--- config.mk ---
export PLATFORM = sky130hd
export DESIGN_NAME = kpg_cmp
export DESIGN_NICKNAME = d
export VERILOG_FILES = /design/src/rtl/kpg_pkg.sv /design/src/rtl/kpg_op.sv /design/src/rtl/kpg_cmp.sv
export SDC_FILE = /design/constraint.sdc
export NUM_CORES = 1
export LEC_CHECK = 0
export ABC_AREA = 1
export CORE_ASPECT_RATIO = 1.4
export CORE_UTILIZATION = 33
export DETAILED_ROUTE_END_ITERATION = 10
export PLACE_DENSITY = 0.78
export SLEW_MARGIN = 40
export SYNTH_ARGS = -nofsm -noshare
export SYNTH_HDL_FRONTEND = slang
export SYNTH_HIERARCHICAL = 1
export SYNTH_SLANG_ARGS = --single-unit
export TNS_END_PERCENT = 10
--- constraint.sdc ---
create_clock -name clk -period 0.8 [get_ports clk]
set_input_delay 0.2 -clock clk [delete_from_list [all_inputs] [get_ports clk]]
set_output_delay 0.2 -clock clk [all_outputs]
set_load 0.005 [all_outputs]
--- src/rtl/kpg_pkg.sv ---
// Shared KPG carry-status codes and the single-lane combine function.
// Included by kpg_op and kpg_cmp.
package kpg_pkg;

    localparam logic [1:0] KPG_KILL = 2'b00;
    localparam logic [1:0] KPG_PROP = 2'b01;
    localparam logic [1:0] KPG_GEN  = 2'b11;
    localparam logic [1:0] KPG_RSVD = 2'b10;

    // K or G at position i dominates; P (and reserved) passes i-1 through.
    function automatic logic [1:0] kpg_combine(
        input logic [1:0] xi,
        input logic [1:0] xi1
    );
        logic pass;
        pass = (xi == KPG_PROP) || (xi == KPG_RSVD);
        return pass ? xi1 : xi;
    endfunction

endpackage

--- src/rtl/kpg_op.sv ---
// Combinational single-lane KPG combine operator.
// The illegal-code flag exists only when KPG_CMP_CHECK_EN is defined.
module kpg_op
    import kpg_pkg::*;
(
    input  logic [1:0] xi,
    input  logic [1:0] xi1,
`ifdef KPG_CMP_CHECK_EN
    output logic       ill,
`endif
    output logic [1:0] res
);

    assign res = kpg_combine(xi, xi1);

`ifdef KPG_CMP_CHECK_EN
    assign ill = (xi == KPG_RSVD) || (xi1 == KPG_RSVD);
`endif

endmodule

--- src/rtl/kpg_cmp.sv ---
// Registered parallel KPG combine stage, LANES independent lanes.
// Optional reserved-code checker enabled by KPG_CMP_CHECK_EN (adds err port).
module kpg_cmp
    import kpg_pkg::*;
#(
    parameter int LANES = 8
) (
    input  logic               clk,
    input  logic               rst_n,
    input  logic               in_valid,
    input  logic [2*LANES-1:0] xi,
    input  logic [2*LANES-1:0] xi1,
    output logic [2*LANES-1:0] out,
    output logic               out_valid
`ifdef KPG_CMP_CHECK_EN
    ,
    output logic               err
`endif
);

    logic [2*LANES-1:0] res;
`ifdef KPG_CMP_CHECK_EN
    logic [LANES-1:0]   ill;
`endif

    for (genvar n = 0; n < LANES; n++) begin : g_lane
        kpg_op u_op (
            .xi  (xi[2*n +: 2]),
            .xi1 (xi1[2*n +: 2]),
`ifdef KPG_CMP_CHECK_EN
            .ill (ill[n]),
`endif
            .res (res[2*n +: 2])
        );
    end

    // out holds across invalid cycles; only the valid flag drops.
    always_ff @(posedge clk or negedge rst_n) begin
        if (!rst_n) begin
            out       <= {LANES{KPG_KILL}};
            out_valid <= 1'b0;
        end else begin
            out_valid <= in_valid;
            if (in_valid) begin
                out <= res;
            end
        end
    end

`ifdef KPG_CMP_CHECK_EN
    always_ff @(posedge clk or negedge rst_n) begin
        if (!rst_n) begin
            err <= 1'b0;
        end else begin
            err <= in_valid && (|ill);
        end
    end
`endif

endmodule

==> out/qor.yml <==
place_inst: 207
rsz0062_at_grt: "yes"
wirelength_um: 2207
avgSynthCellArea_um2: 7.432
critPathLaunchType: "flop"
yosysSeqAreaShare_pct: 48.92
synth_top_area_cell: "dfrtp_1"
p_per_area_nw_per_um2: 1417
syn_inst: 117
dieHeight_um: 62.74
failed_checks: "setup timing"
critPathBufInv: 1
cts.sinks: 17
viasPerCell: 4.423
power_frac_comb_pct: 29.0
power.share.switching_pct: 27.48
total_power_uw: 2035
overflow: 0
p_clk_share_pct: 22.2
netSwitchingPower_uw: 559.3
post-route-min-period_ps: 1018
cp.required_ps: 600
die_area_um2: 2847
setup_viol: 23
clock.fmax_mhz: 981.8
drc: 0
synth-compound-area-share_pct: 9.209
syn_nets: 152
path_delay_family: "flip-flops"
critical_path_class: "flop to primary output"
crit_arrival_ps: 820
hold_buffers: 0
h-tree-depth: 1
vdd_drop_max_mv: 1.329
critical-path-slowest-cell: "dfrtp_1"
hpwlAfterDp_um: 1737
cts_root_buf: "clkbuf_4"
fin_ws_ps: -218.5
cts_buffers: 3
core_um2: 2444
path_clk_slew_ps: 100
num_rows: 21
first_global_vias: 896
clk_latency_ps: 280
gp_congestion: 0.7019
antennaDiodeCount: 0
maxSlewHeadroom_pct: 84.27
r2r-start: "out[14]$_DFFE_PN0P_"
synthDominantCellAreaShare_pct: 48.92
vias: 942
power_leakage_uw: 0.0007858
grt_pass1_wl_um: 3546
tightestPinTransition_ps: 236.0
yosys_warnings: 6
antenna_found_initial: 0
nets: 215
cp-end-kind: "primary output"
synth_top_family_by_area: "simple AND/OR/NAND/NOR gates"
wl_per_cell_um: 10.36
rr_endpoint: "out[14]$_DFFE_PN0P_"
period_share_pct: 127.3
seqPwrFrac_pct: 48.8
synthAdderAreaFrac_pct: 0
hold_path_class: "primary input to asynchronous set/reset pin"
crit_fanout: 2
synth_cell_types: 9
synth_seq_cells: 17
instances_no_fill: 213
syn_area_um2: 869.6
r2r_cells: 3
die_width_um: 45.39
rrSetupSlack_ps: 70
status: "complete, but fails checks"
cp_cell_sequence: "buf_2"
cts_buffer_depth: 2
cts_tree: "done"
start_util_pct: 35.59
internal_power_uw: 1476
ios: 52
drt_iter0_markers: 16
crit_path_max_incr_delay_ps: 400
grt_util_all_layers_pct: 16.29
synthMuxAreaShare_pct: 0
portBuffers: 51
yosys-top-cells-area: "dfrtp_1, nand2_1, a21oi_1, inv_1, nand2_2"
syn_to_final_growth_pct: 65.18
synthXorXnorAreaFrac_pct: 0
hold_viol_final: 0
dr.pass1.iters: 4
grt_max_degree: 18
drive_gt1_share_pct: 24.58
maxCapViolations: 0
finalMaxSlewViolations: 0
finClkSkew_ps: 0
synth_simple_gate_area_share_pct: 29.06
antenna_left: 0
## Yosys cell counts, drive strengths merged
| cell type | count |
|---|---|
| nand2 | 56 |
| inv | 17 |
| dfrtp | 17 |
| nor2 | 8 |
| a21oi | 16 |
| buf | 3 |
## power by group through the flow
stage / combinational [uW] / sequential [uW] / clock [uW]
after detailed placement: 650 / 1010 / 0
after global routing: 652 / 1010 / 498
after floorplan: 194 / 1020 / 0
after CTS: 575 / 996 / 469
after global placement: 629 / 1010 / 0
final: 590 / 993 / 452
## routing by layer
layer | part of all wire, % | track usage, %
met2 | 57 | 29.46
met3 | 3.7 | 2.023
met4 | 0.63 | 4.545
met1 | 38 | 18.88
met5 | 0 | 0
## layout make-up
class                   count  area, um2
repair buffers             61      514.2
flip-flops and latches     17      425.4
multi-input cells          80      357.8
clock inverters             1      5.005
clock buffers               3      22.52
fillers                   225       1007
well taps                  34      42.54
inverters                  17      68.82
## worst max-delay path by stage
stage                             start                   to  slack [ps]  depth (start not counted)
CTS                 out[14]$_DFFE_PN0P_              out[14]        -230                          1
global placement               in_valid  out[12]$_DFFE_PN0P_        -380                          4
finish               out[9]$_DFFE_PN0P_               out[9]        -220                          1
detailed placement             in_valid  out[12]$_DFFE_PN0P_        -410                          4
floorplan                      in_valid  out[10]$_DFFE_PN0P_         120                          5
global route         out[5]$_DFFE_PN0P_               out[5]        -250                          1
## through the flow
stage               setup slack (ps)  setup TNS, ps  utilization [%]  hold WS, ps  area, um2
floorplan                      118.4              0                -       -95.59      869.6
global placement              -384.1         -10210            59.45        459.7       1453
detailed placement            -408.5         -10480            59.45        465.6       1453
CTS                           -231.2          -3635            57.65        239.4       1409
global route                  -252.8          -4659            58.78        248.3       1436
finish                        -218.5          -3528            58.78        239.1       1436
## registers in the layout, summed over array words and instances (netlist names)
register	flops
out_valid	1
out	16
## cells by family (layout without fill, tap and decap cells)
group / Yosys count / count (layout)
and+or+nand+nor: 64 / 64
AOI/OAI and AO/OA: 16 / 16
buffers and inverters: 20 / 82
DFF: 17 / 17
## cells in the final DEF, fill, tap and decap left out
cell,instances
dlygate4sd2_1,1
clkbuf_4,3
a21oi_1,10
dfrtp_1,17
nor2_1,8
buf_2,17
clkdlybuf4s50_1,32
a21oi_2,6
inv_1,16
clkinv_2,1
buf_12,1
dlymetal6s2s_1,1
inv_6,1
nand2_1,50
buf_4,9
nand2_2,6
## repair_timing
item | in CTS | in global routing
resized for setup | 71 | 6
setup endpoints to repair | 33 | 31
buffers inserted | 1 | 1
Power figures use the tool's default switching activity.
